### src/rtl/fft_output_serializer_if.sv
// Stream bundle for the FFT output serializer: 4-lane input words in, one sample per beat out.
// A word or a sample moves only on a rising edge where valid and ready are both high. A producer
// holding valid keeps its data stable until that edge, and ready never waits on valid.
interface fft_output_serializer_if #(
  parameter int NB = 16
);
  logic            in_valid;
  logic [4*NB-1:0] in_data;
  logic            in_ready;
  logic            out_valid;
  logic [NB-1:0]   out_data;
  logic            out_ready;
  logic            out_last;

  modport master (
    output in_valid, in_data, out_ready,
    input  in_ready, out_valid, out_data, out_last
  );

  modport slave (
    input  in_valid, in_data, out_ready,
    output in_ready, out_valid, out_data, out_last
  );
endinterface

### src/rtl/fft_output_serializer.sv
// Ping-pong frame buffer behind the 4-lane FFT: takes 4 samples per beat and emits one
// sample per beat in natural order, undoing the base-4 digit reversal when BITREV=1.
module fft_output_serializer #(
  parameter int NB     = 16,
  parameter int LOG4N  = 2,
  parameter int BITREV = 1
) (
  input  logic                    clk,
  input  logic                    reset_n,
  input  logic                    start,
  fft_output_serializer_if.slave  bus,
  output logic                    done
);
  localparam int N  = 4 ** LOG4N;
  localparam int W  = N / 4;
  localparam int KW = 2 * LOG4N;
  localparam int WW = (LOG4N > 1) ? 2 * LOG4N - 2 : 1;

  logic [NB-1:0] mem [2][4][W];

  logic [1:0]    full;
  logic          wr_bank;
  logic          rd_bank;
  logic [WW-1:0] wr_cnt;
  logic [KW-1:0] rd_cnt;

  logic          in_fire;
  logic          out_fire;
  logic [KW-1:0] s_idx;
  logic [WW-1:0] s_word;

  function automatic logic [KW-1:0] rev4(input logic [KW-1:0] k);
    logic [KW-1:0] r;
    r = '0;
    for (int i = 0; i < LOG4N; i++) begin
      r[2*i +: 2] = k[2*(LOG4N-1-i) +: 2];
    end
    return r;
  endfunction

  // The write bank is never full when a word is accepted, and the read bank is always
  // full when a sample is consumed, so both can act in one cycle without colliding.
  assign bus.in_ready  = ~full[wr_bank] & ~start;
  assign bus.out_valid = full[rd_bank];
  assign bus.out_last  = bus.out_valid & (rd_cnt == KW'(N - 1));
  assign in_fire       = bus.in_valid & bus.in_ready;
  assign out_fire      = bus.out_valid & bus.out_ready & ~start;

  assign s_idx        = (BITREV != 0) ? rev4(rd_cnt) : rd_cnt;
  assign s_word       = WW'(s_idx >> 2);
  assign bus.out_data = bus.out_valid ? mem[rd_bank][s_idx[1:0]][s_word] : '0;

  always_ff @(posedge clk) begin
    if (in_fire) begin
      for (int l = 0; l < 4; l++) begin
        mem[wr_bank][l][wr_cnt] <= bus.in_data[NB*l +: NB];
      end
    end
  end

  always_ff @(posedge clk or negedge reset_n) begin
    if (!reset_n) begin
      full    <= 2'b00;
      wr_bank <= 1'b0;
      rd_bank <= 1'b0;
      wr_cnt  <= '0;
      rd_cnt  <= '0;
      done    <= 1'b0;
    end else if (start) begin
      full    <= 2'b00;
      wr_bank <= 1'b0;
      rd_bank <= 1'b0;
      wr_cnt  <= '0;
      rd_cnt  <= '0;
      done    <= 1'b0;
    end else begin
      done <= 1'b0;
      if (in_fire) begin
        if (wr_cnt == WW'(W - 1)) begin
          full[wr_bank] <= 1'b1;
          wr_cnt        <= '0;
          wr_bank       <= ~wr_bank;
        end else begin
          wr_cnt <= wr_cnt + WW'(1);
        end
      end
      if (out_fire) begin
        if (rd_cnt == KW'(N - 1)) begin
          full[rd_bank] <= 1'b0;
          rd_cnt        <= '0;
          rd_bank       <= ~rd_bank;
          done          <= 1'b1;
        end else begin
          rd_cnt <= rd_cnt + KW'(1);
        end
      end
    end
  end
endmodule

### src/flat_wrapper.sv
// flat-port wrapper written by rule: the top's interface ports become plain ports
module fft_output_serializer_flat 
#(
  parameter int NB     = 16,
  parameter int LOG4N  = 2,
  parameter int BITREV = 1
)
  (clk, reset_n, start, done, bus_in_valid, bus_in_data, bus_out_ready, bus_in_ready, bus_out_valid, bus_out_data, bus_out_last);
  fft_output_serializer_if #(.NB(NB)) bus_i ();
  input  logic clk;
  input  logic reset_n;
  input  logic start;
  output logic done;
  input wire logic [$bits(bus_i.in_valid)-1:0] bus_in_valid;
  input wire logic [$bits(bus_i.in_data)-1:0] bus_in_data;
  input wire logic [$bits(bus_i.out_ready)-1:0] bus_out_ready;
  output wire logic [$bits(bus_i.in_ready)-1:0] bus_in_ready;
  output wire logic [$bits(bus_i.out_valid)-1:0] bus_out_valid;
  output wire logic [$bits(bus_i.out_data)-1:0] bus_out_data;
  output wire logic [$bits(bus_i.out_last)-1:0] bus_out_last;
  assign bus_i.in_valid = bus_in_valid;
  assign bus_i.in_data = bus_in_data;
  assign bus_i.out_ready = bus_out_ready;
  assign bus_in_ready = bus_i.in_ready;
  assign bus_out_valid = bus_i.out_valid;
  assign bus_out_data = bus_i.out_data;
  assign bus_out_last = bus_i.out_last;
  fft_output_serializer #(.NB(NB), .LOG4N(LOG4N), .BITREV(BITREV)) u_core (.clk(clk), .reset_n(reset_n), .start(start), .bus(bus_i), .done(done));
endmodule
### config.mk
export PLATFORM = sky130hd
export DESIGN_NAME = fft_output_serializer_flat
export DESIGN_NICKNAME = d
export VERILOG_FILES = /design/src/rtl/fft_output_serializer_if.sv /design/src/rtl/fft_output_serializer.sv /design/src/flat_wrapper.sv
export SDC_FILE = /design/constraint.sdc
export NUM_CORES = 1
export LEC_CHECK = 0
export CAP_MARGIN = 10
export CORE_MARGIN = 10
export CORE_UTILIZATION = 30
export DETAILED_ROUTE_END_ITERATION = 10
export GPL_ROUTABILITY_DRIVEN = 0
export SYNTH_ARGS = -nofsm -noshare
export SYNTH_HDL_FRONTEND = slang
export SYNTH_SLANG_ARGS = --single-unit
### constraint.sdc
create_clock -name clk -period 5.7 [get_ports clk]
set_clock_uncertainty 0.15 [all_clocks]
set_input_delay 0.855 -clock clk [delete_from_list [all_inputs] [get_ports clk]]
set_output_delay 0.855 -clock clk [all_outputs]
set_load 0.02 [all_outputs]
==> impl_summary.md, run 1 <==
CTS
The number of resized instances in the post-cts repair step is 0. The deepest clock path buffer count is 3. For this design, the CTS-stage hold fixing added 0 buffers. The clock edge transition at the registers on the reported setup and hold paths is 60 ps. Counting the buffers created by CTS gives 54. The later-pin clock latency in the skew report is 600 ps. The master cell of the clock root buffer is clkbuf_16.

Post-CTS timing repair inserted 0 buffers for setup. CTS built an H-tree with a depth of 2. The clock sink count is 523. The clock tree from TritonCTS is built.

Floorplan
The floorplan has 95 rows. The vertical extent of the die is 280 um. The area of the placeable core is 0.0670 mm2. In this run the count of I/O pins placed on the die edge is 89. Measured along the x axis, the die boundary spans 280 um. The die covers 0.0782 mm2. For this configuration, the core starts out at a cell density of 0.302.

Finish
The number of antenna diodes in the final layout is 0. The area added between synthesis and finish is 18.5%. The finished cells cover 0.0240 mm2.

The share of layout cells above drive strength 1 is 0.203. Counting the fill cells in the layout gives 6139. In the layout the commonest cells are 512 x edfxtp_1, 102 x mux4_2, 88 x clkdlybuf4s50_1.

The number of nets in the layout is 1086. The leading cell type in the layout, fill and taps excluded is edfxtp_1.

Setup path
The setup slack on the worst flop-to-flop path is 2620 ps. The worst flop-to-flop path endpoint is u_core.mem[1][65]. The signal on the critical path passes through buf_12 -> mux4_2 -> mux2i_1 -> a221o_1 -> a31oi_1 -> clkdlybuf4s50_1.

The worst setup path is launched from a flop. The largest incremental delay on the critical path is 900 ps. The worst register-to-register path has a depth of 4. Tracing the worst setup path back leads to its startpoint at u_core.rd_bank. The classification of the worst setup path is flop to primary output.

The critical path depth in cells is 6. The cell type of the slowest stage on the worst timing path is dfrtp_4. In this run the worst path has a maximum fanout of 36. The worst reg2reg path startpoint is u_core.wr_bank. The most critical setup path has its endpoint at bus_out_data[9].

The count of buffer and inverter cells on the critical path is 2. STA classifies the critical path endpoint as a primary output. On the critical path the largest part of the delay comes from buffers and inverters. STA puts the critical path data required time at 4700 ps. The arrival time reported for the critical path endpoint is 3660 ps.

Global route
The overall global routing resource usage is 0.117. The pin count of the biggest net entering global routing is 65. The number of antenna violations at the first check in global routing is 3. The first global-routing pass estimated 68500 um of wire.

The number of global-route vias before repair came to 10016. For this run the aggregate overflow at the end of global routing stands at 0.

Timing
The max-slew violation count is 0. At the pin with the least slew margin, the transition time is 1140 ps. For this run, the top clock speed supported by timing is 0.215 GHz. The final hold violation count is 0. The final critical delay including setup and external delays is 4660 ps.

Setup violations remaining at the end of the flow were counted as 0. The aggregate negative setup slack is 0 ps. The post-route fraction of the period consumed by the critical path is 0.818. Setup repair after global routing left no endpoint under its margin. In this run the tightest slew margin relative to its limit is 0.224.

Run
The tool flagged a number of max-cap violations equal to 0.

Placed design
The count of input and output buffers is 88. The total placed instance area is 0.0221 mm2. Once detailed placement completed, the half-perimeter wirelength came to 26200 um.

Route
Dividing the detail-routed wire length by the instance count gives 23.8 um. Once detail routing completed, the nets flagged for antenna violations numbered 0. After detailed routing, the number of vias per cell comes to 4.90. The initial detailed-routing violation count is 725. The count of unresolved DRC violations after routing is 0. The routed layout has 9450 vias. After detailed routing, the total wire length is 46000 um.

The first TritonRoute pass finished after 5 iterations.

Logic synthesis
Synthesis inferred 523 register bits. The proportion of synthesized flip-flops having asynchronous set or reset is 0.0210. The number of warnings issued by yosys is 0. The dominant register cell in the synthesized netlist is edfxtp_1. The synthesized design contains 512 enable-type register cells. The sequential fraction of the synthesis area is 0.774. The cell area that synthesis handed to floorplanning was 0.0202 mm2. The mean instance size in the synthesized netlist is 22.5 um2.

Counting every instance in the synthesized netlist gives 898. Counting distinct cell types in the post-synthesis netlist gives 37. The synthesized netlist net count is 972.

Power
The internal power summed over all cells is 6.52 mW. The power spent charging and discharging nets is 1.56 mW. The switching portion of total power is 0.193. The power density normalized to cell area is 337 mW/mm2.

The sequential power share is 0.530. The part of the power in combinational logic is 0.023. The proportion of power drawn by the clock network is 0.447. The maximum vdd ir drop is 0.000220 V. For this design the static power due to leakage is 7.41 nW.

Run status
The flow ran to the end, and the final reports show no timing, DRC or antenna violations.

Worst hold path
In this run the most critical hold path is launched from u_core.wr_cnt[0]. In this run the worst hold path is classified as flop to flop.
synth_stat cells (all sizes together), types with 2 or more instances:
cell / number / area (um2)
and3: 7 / 43.8
buf: 32 / 293
o2111ai: 5 / 43.8
and2: 3 / 18.8
mux2i: 68 / 684
nand3: 3 / 15.0
nand4: 2 / 12.5
a21oi: 2 / 10.0
nand2: 14 / 52.6
inv: 5 / 18.8
clkbuf: 18 / 67.6
nor2: 15 / 56.3
mux4: 112 / 2560
ha: 5 / 62.6
a22oi: 16 / 120
edfxtp: 512 / 15400
dfrtp: 11 / 275
a221oi: 11 / 96.3
a221o: 16 / 160
a211oi: 2 / 15.0
nor2b: 3 / 18.8
o21ai: 12 / 60.1
xor2: 2 / 17.5
a31oi: 17 / 106
sequential cells by signal (all words and copies together), names as in the netlist:
register / flops
u_core.wr_bank: 1
u_core.full: 2
u_core.rd_bank: 1
u_core.wr_cnt: 2
u_core.mem: 512
u_core.done: 1
u_core.rd_cnt: 4
worst reg2reg max path, cell delays in order (launching register included):
cell     delay, ps
dfrtp_1        510
mux2i_1        300
nand4_1        330
nor2_4         960
buf_4          470
power by group through the flow:
stage,sequential (mW),combinational [mW],clock (mW)
6_report,4.28,0.184,3.61
2_1_floorplan,4.36,0.0573,0
4_1_cts,4.28,0.188,3.69
5_1_grt,4.29,0.200,3.84
3_5_place_dp,4.37,0.187,0
3_3_place_gp,4.36,0.180,0
worst min path at each step:
| stage | cells past startpoint | end | slack [ps] |
|---|---|---|---|
| floorplan | 0 | u_core.done | 410 |
| global placement | 2 | u_core.wr_cnt[0] | 450 |
| detailed placement | 2 | u_core.wr_cnt[0] | 460 |
| CTS | 1 | u_core.wr_bank | 470 |
| global route | 1 | u_core.done | 500 |
| finish | 2 | u_core.wr_cnt[0] | 480 |
per-stage QoR:
step                      setup WS, ps   util  instances  power (mW)  hold WS, ps
final                             1040  0.357       1930        8.08          479
after CTS                          920  0.357       1930        8.16          467
after global routing               799  0.357       1930        8.32          504
after detailed placement          1570  0.330       1829        4.55          463
after global placement            1580  0.330       1829        4.54          449
after floorplan                   1140      -        898        4.42          409
cells by family (layout without fill, tap and decap cells):
kind of cell,count (synthesis),count (layout),share of synthesized area
simple gates,48,48,0.0111
mux,180,180,0.160
fa+ha+maj,5,5,0.00309
xor+xnor,3,3,0.00130
flops,523,523,0.774
compound gates,83,83,0.0312
buf+inv,56,215,0.0189
final cells by class:
cell class | instances | area [um2] | area share
Clock buffer | 74 | 1470 | 0.0613
Clock inverter | 27 | 354 | 0.0148
Inverter | 6 | 22.5 | 0.000940
Multi-Input combinational cell | 319 | 4260 | 0.178
Sequential cell | 523 | 15700 | 0.653
Tap cell | 873 | 1090 | 0.0456
Timing Repair Buffer | 108 | 1110 | 0.0462
routing by layer:
layer,GRT usage,vias up,part of all wire
li1,-,4066,-
met1,0.154,5075,0.43
met2,0.196,237,0.50
met3,0.0265,68,0.052
met4,0.0263,4,0.016
met5,0,-,0.00050
No activity file was read; power rests on OpenSTA's default activity.
==> inputs of run 2 (changes only) <==
- clock period: 5.7 -> 4.4 ns (I/O delays scaled with it)
==> run 2 against run 1 <==
Compared with the run above: clock-buffer cell count shrank 15; non-clock buffer count is 25 higher; worst setup slack got worse by 850 ps; flip-flop and latch count unchanged; first-iteration DRC count increased by 18%; power up 22%; critical path depth did not move; routed wire length is 0.62% higher; combinational power rose by 35%; via count increased by 2.0%; critical endpoint is now bus_out_data[11].
==> impl_summary.md, run 2 (synthesis gave the netlist of run 1 again) <==
Run status
Result of the run: complete, no violations (unchanged).

Route
The count of unresolved DRC violations after routing was 0 (unchanged). The detailed-route wire length is 46300 um (was 46000 um). The iteration count of the initial detailed-routing pass was 5 (unchanged). The initial detailed-routing violation count is 857 (was 725). The via count was 9635 (was 9450). The via count normalized by instance count was 4.95 (was 4.90). The routed length per instance is 23.7 um (was 23.8 um). The remaining antenna violation count after routing was 0 (unchanged).

Setup path
The classification of the worst setup path is flop to primary output (unchanged). The arrival time reported for the critical path endpoint is 3400 ps (was 3660 ps). The kind of end point of the critical path is a primary output (unchanged). The worst reg2reg path startpoint was u_core.wr_bank (unchanged). The maximum fanout along the worst path is 18 (was 36). The kind of start point of the critical path is a flop (unchanged).

The data required time of the critical path was 3590 ps (was 4700 ps). The worst setup path startpoint is u_core.rd_cnt[3] (was u_core.rd_bank).

Floorplan
The vertical extent of the die came to 280 um (unchanged). The floorplan row count was 95 (unchanged). The area of the die is 0.0782 mm2 (unchanged). The width of the die is 280 um (unchanged).

The area of the placeable core is 0.0670 mm2 (unchanged). The I/O pin total was 89 (unchanged). The starting utilization of the core area was 0.302 (unchanged).

Placed design
The setup slack after placement is 488 ps (was 1570 ps). The placed wire-length estimate is 27900 um (was 26200 um). The instance count after placement with tap cells included came to 1853 (was 1829).

The count of input and output buffers came to 88 (unchanged).

CTS
The clock edge transition at the registers on the reported setup and hold paths is 60 ps (about the same). The clock tree from TritonCTS was built (unchanged). The later-pin clock latency in the skew report is 590 ps (was 600 ps).

The clock sink count came to 523 (unchanged). The deepest clock path buffer count is 3 (unchanged). The number of H-tree levels is 2 (unchanged). The master cell of the clock root buffer is clkbuf_16 (unchanged). The clock buffer count from CTS is 52 (was 54). The quantity of hold-fixing buffers added after cts is 0 (unchanged).

Timing
The measured slew at the worst slew-check pin is 732 ps (was 1140 ps). Of the available clock period, the critical path in the final layout requires 0.956. The aggregate negative setup slack is 0 ps (unchanged). The worst-case headroom to the max-slew limit came to 0.512 (was 0.224). The final setup slack of the worst path was 194 ps (was 1040 ps).

After layout, the minimum clock period comes to 4210 ps. The max-slew violation count is 0 (unchanged). RSZ-0062 raised after global routing: no (unchanged). The final-report setup violation count is 0 (unchanged). The top achievable clock speed is 0.238 GHz. The final hold violation count is 0 (unchanged).

Global route
The number of global-route vias before repair is 10216 (was 10016). The pin count of the biggest net entering global routing is 66 (was 65). The wire length of the first global-routing pass is 68600 um (was 68500 um). The total grt overflow is 0 (unchanged). The overall global routing resource usage was 0.117 (about the same).

The number of antenna violations at the first check in global routing was 3 (unchanged).

Worst hold path
The path class of the lowest-slack min-delay path was input pin to asynchronous set/reset pin (was flop to flop).

Finish
The final design utilization was 0.358 (was 0.357). The number of inserted diodes is 0 (unchanged). The share of layout cells above drive strength 1 is 0.223 (was 0.203). Top flop regs: u_core.mem: 512 flops, u_core.rd_cnt: 4 flops (unchanged).

The register bank with the most flops is u_core.mem (unchanged). Commonest cells after routing, fill and taps aside: 512 x edfxtp_1, 102 x mux4_2, 86 x clkdlybuf4s50_1 (was 512 x edfxtp_1, 102 x mux4_2, 88 x clkdlybuf4s50_1). The area added between synthesis and finish is 18.7% (was 18.5%). The number of standard cells in the final layout excluding fillers is 1948 (was 1930). The leading cell type in the layout, fill and taps excluded is edfxtp_1 (unchanged). The flip-flop count of the largest register after layout came to 512 (unchanged). The number of nets in the layout is 1109 (was 1086).

Run
The count of max-cap constraint violations is 0 (unchanged).

Power
The power density normalized to cell area is 412 mW/mm2 (was 337 mW/mm2). The maximum vdd ir drop was 0.000249 V (was 0.000220 V). The total power after layout is 9.89 mW (was 8.08 mW).

The leakage power summed over all cells is 7.47 nW (was 7.41 nW).
-- run 2: cell types whose count changed in the layout (fill, tap and decap cells not counted), sizes merged, moves of 2 or more --
cell and change:
buf +25, clkbuf -15, clkinv +14, bufinv -7, clkdlybuf4s50 -2, clkinvlp +2
-- run 2: timing repair --
item	4_1_cts	5_1_grt
gates resized for setup	3	1
setup endpoints to repair	1	5
buffers inserted	0	1
-- run 2: cell type report --
cell class                      instances  area (um2)
Clock buffer                           59        1350
Sequential cell                       523       15700
Clock inverter                         35         214
Timing Repair Buffer                  133        1410
Fill cell                            6163       43000
Inverter                                6        22.5
Tap cell                              873        1090
Multi-Input combinational cell        319        4260
-- run 2: path summary, 6_finish.rpt --
path	end	slack [ps]	cells after the start
max	bus_out_data[11]	190	6
min	u_core.wr_bank	290	1
max reg2reg	u_core.mem[0][94]	1660	4
min reg2reg	u_core.wr_cnt[1]	490	2
max in group asynchronous	u_core.rd_bank	3360	1
min in group clk	u_core.wr_cnt[1]	490	2
-- run 2: report_power, final --
part | internal (mW) | switching, mW
Clock | 2.26 | 1.83
Combinational | 0.102 | 0.147
Sequential | 5.54 | 0.0135
-- run 2: metal layers --
metal	track usage	vias to the layer above	part of all wire
met1	0.153	5183	0.43
met4	0.0272	6	0.017
met5	0	-	0.00089
li1	-	4109	-
met2	0.193	275	0.49
met3	0.0282	62	0.058
-- run 2: metrics by stage --
stage | area, um2 | hold slack (ps)
detailed placement | 22400 | 469
finish | 24000 | 289
global route | 24000 | 294
global placement | 22400 | 446
floorplan | 20200 | 214
CTS | 24000 | 260
-- run 2: critical path, stage by stage (launching register included) --
cell and delay (ps):
dfrtp_1 480, inv_2 470, buf_4 400, mux2i_1 140
a221o_1 360, a31oi_1 260, clkdlybuf4s50_1 670
==> inputs of run 3 (changes only) <==
- CORE_MARGIN: 10 -> 2
- PLACE_DENSITY: unset -> 0.53
==> run 3 against run 2 <==
Compared with the run above: cell count down 0.10%; clock power about the same; die area fell by 11%; via count fell by 1.9%; global-route usage grew 1.1 points; routed wire length down 3.3%; register-to-register slack better by 30 ps; critical path depth is 1 lower; first-iteration DRC count fell by 12%; combinational power decreased by 2%; power rose by 0.28%; utilization increased by 0.094 points.
==> impl_summary.md, run 3 (synthesis gave the netlist of run 1 again) <==
Run status
Result of the run: complete, no violations (unchanged).

Route
The iteration count of the initial detailed-routing pass is 5 (unchanged). The initial detailed-routing violation count is 753 (was 857). The via count came to 9450 (was 9635). The routed length per instance is 23.0 um (was 23.7 um).

The via count normalized by instance count is 4.86 (was 4.95). The count of unresolved DRC violations after routing came to 0 (unchanged). The detailed-route wire length is 44700 um (was 46300 um).

The remaining antenna violation count after routing is 0 (unchanged).

Power
The power spent charging and discharging nets is 1.92 mW (was 1.99 mW). The proportion of power drawn by the clock network was 0.416 (was 0.414). The maximum vdd ir drop is 0.000266 V (was 0.000249 V). The sequential power share came to 0.559 (was 0.561). The internal power summed over all cells is 8.00 mW (was 7.90 mW).

The switching portion of total power came to 0.194 (was 0.202). The leakage power summed over all cells is 7.44 nW (was 7.47 nW). The power density normalized to cell area is 413 mW/mm2 (was 412 mW/mm2). The part of the power in combinational logic is 0.025 (about the same).

Floorplan
The floorplan row count is 95 (unchanged). The width of the die is 264 um (was 280 um). The area of the placeable core is 0.0669 mm2 (was 0.0670 mm2). The starting utilization of the core area is 0.302 (about the same). The vertical extent of the die was 264 um (was 280 um). The area of the die is 0.0695 mm2 (was 0.0782 mm2). The I/O pin total came to 89 (unchanged).

Global route
The number of antenna violations at the first check in global routing was 0 (was 3). The pin count of the biggest net entering global routing is 65 (was 66). The overall global routing resource usage is 0.128 (was 0.117).

The number of global-route vias before repair is 9921 (was 10216). The wire length of the first global-routing pass was 66800 um (was 68600 um). The total grt overflow is 0 (unchanged).

Timing
RSZ-0062 raised after global routing: no (unchanged). The worst-case headroom to the max-slew limit came to 0.526 (was 0.512). The max-slew violation count is 0 (unchanged). The final hold violation count is 0 (unchanged).

The final critical delay including setup and external delays was 4190 ps (was 4210 ps). The top achievable clock speed is 0.239 GHz (was 0.238 GHz). The aggregate negative setup slack is 0 ps (unchanged). The final-report setup violation count came to 0 (unchanged).

The measured slew at the worst slew-check pin is 710 ps (was 732 ps). The post-route fraction of the period consumed by the critical path is 0.951 (was 0.956).

Placed design
The total placed instance area is 0.0224 mm2 (about the same). The count of input and output buffers is 88 (unchanged). The placed wire-length estimate is 27200 um (was 27900 um).

Finish
The flip-flop count of the largest register after layout came to 512 (unchanged). Commonest cells after routing, fill and taps aside: 512 x edfxtp_1, 102 x mux4_2, 86 x clkdlybuf4s50_1 (unchanged). The final design area excluding fillers was 0.0240 mm2 (about the same).

The number of nets in the layout was 1109 (unchanged). The register bank with the most flops is u_core.mem (unchanged). The number of inserted diodes is 0 (unchanged). The area added between synthesis and finish is 18.8% (was 18.7%). The share of layout cells above drive strength 1 is 0.215 (was 0.223). The total of fill cells in the finished design is 6100 (was 6163). Top flop regs: u_core.mem: 512 flops, u_core.rd_cnt: 4 flops (unchanged). The leading cell type in the layout, fill and taps excluded is edfxtp_1 (unchanged).

Setup path
The setup slack on the worst flop-to-flop path is 1690 ps (was 1660 ps). The classification of the worst setup path is flop to primary output (unchanged). The data required time of the critical path was 3590 ps (about the same). The maximum fanout along the worst path is 11 (was 18). The arrival time reported for the critical path endpoint is 3380 ps (was 3400 ps).

The kind of start point of the critical path is a flop (unchanged). The kind of end point of the critical path is a primary output (unchanged).

CTS
The clock buffer count from CTS is 50 (was 52). The later-pin clock latency in the skew report is 570 ps (was 590 ps). The clock edge transition at the registers on the reported setup and hold paths came to 60 ps (about the same). The clock tree from TritonCTS is built (unchanged).

The clock sink count is 523 (unchanged). The deepest clock path buffer count was 3 (unchanged). The quantity of hold-fixing buffers added after cts is 0 (unchanged). The master cell of the clock root buffer is clkbuf_16 (unchanged). The number of H-tree levels is 2 (unchanged).

Worst hold path
The path class of the lowest-slack min-delay path was input pin to asynchronous set/reset pin (unchanged).

Run
The count of max-cap constraint violations is 0 (unchanged).
-- run 3: changes by cell type in the layout (fill, tap and decap cells not counted), moves of 3 or more --
cell       delta
bufinv_16     +3
clkinv_4      -3
buf_12        +4
clkbuf_1     +10
clkinv_2      -7
-- run 3: cell type report --
class	count	area, um2	share of cell area
Sequential cell	523	15700	0.652
Tap cell	873	1090	0.0455
Clock inverter	23	224	0.00932
Clock buffer	67	1340	0.0556
Multi-Input combinational cell	319	4250	0.177
Inverter	6	25.0	0.00104
Timing Repair Buffer	135	1440	0.0598
-- run 3: through the flow --
stage | cells | power (mW) | setup WS, ps | util | hold slack, ps
2_1_floorplan | 898 | 5.73 | 31.0 | - | 214
3_3_place_gp | 1855 | 5.90 | 746 | 0.335 | 447
3_5_place_dp | 1855 | 5.90 | 728 | 0.335 | 470
4_1_cts | 1945 | 10.0 | 102 | 0.359 | 295
5_1_grt | 1946 | 10.2 | 77.3 | 0.359 | 331
6_report | 1946 | 9.92 | 214 | 0.359 | 300
-- run 3: worst max-delay path, cell delays in order, from the launching register on --
cell and delay [ps]:
dfrtp_1 780, nor2_2 260, buf_4 300, a221o_1 380
a31oi_1 380, clkdlybuf4s50_1 690
-- run 3: power by group through the flow --
stage / Combinational (mW) / Sequential [mW] / Clock (mW)
2_1_floorplan: 0.0742 / 5.65 / 0
3_3_place_gp: 0.244 / 5.65 / 0
3_5_place_dp: 0.249 / 5.65 / 0
4_1_cts: 0.250 / 5.55 / 4.24
5_1_grt: 0.266 / 5.55 / 4.43
6_report: 0.245 / 5.55 / 4.13
-- run 3: what timing repair did --
action | CTS | global route
setup endpoints to repair | 0 | 4
gates resized for setup | 0 | 2
setup buffers | 0 | 1
-- run 3: routing by layer --
layer	track usage	share of wire	vias to the layer above	wire, um
li1	-	-	4111	-
met1	0.183	0.46	5062	20700
met2	0.203	0.47	223	21000
met3	0.0239	0.051	54	2270
met4	0.0301	0.017	0	759
met5	0	0	-	0
-- run 3: final timing paths --
path | start | endpoint | cells past startpoint
setup / recovery | u_core.rd_cnt[0] | bus_out_data[8] | 5
hold / removal | reset_n | u_core.done | 1
setup reg to reg | u_core.wr_bank | u_core.mem[0][50] | 4
hold reg to reg | u_core.wr_cnt[1] | u_core.wr_cnt[1] | 2
max in group asynchronous | reset_n | u_core.rd_bank | 1
min in group clk | u_core.wr_cnt[1] | u_core.wr_cnt[1] | 2
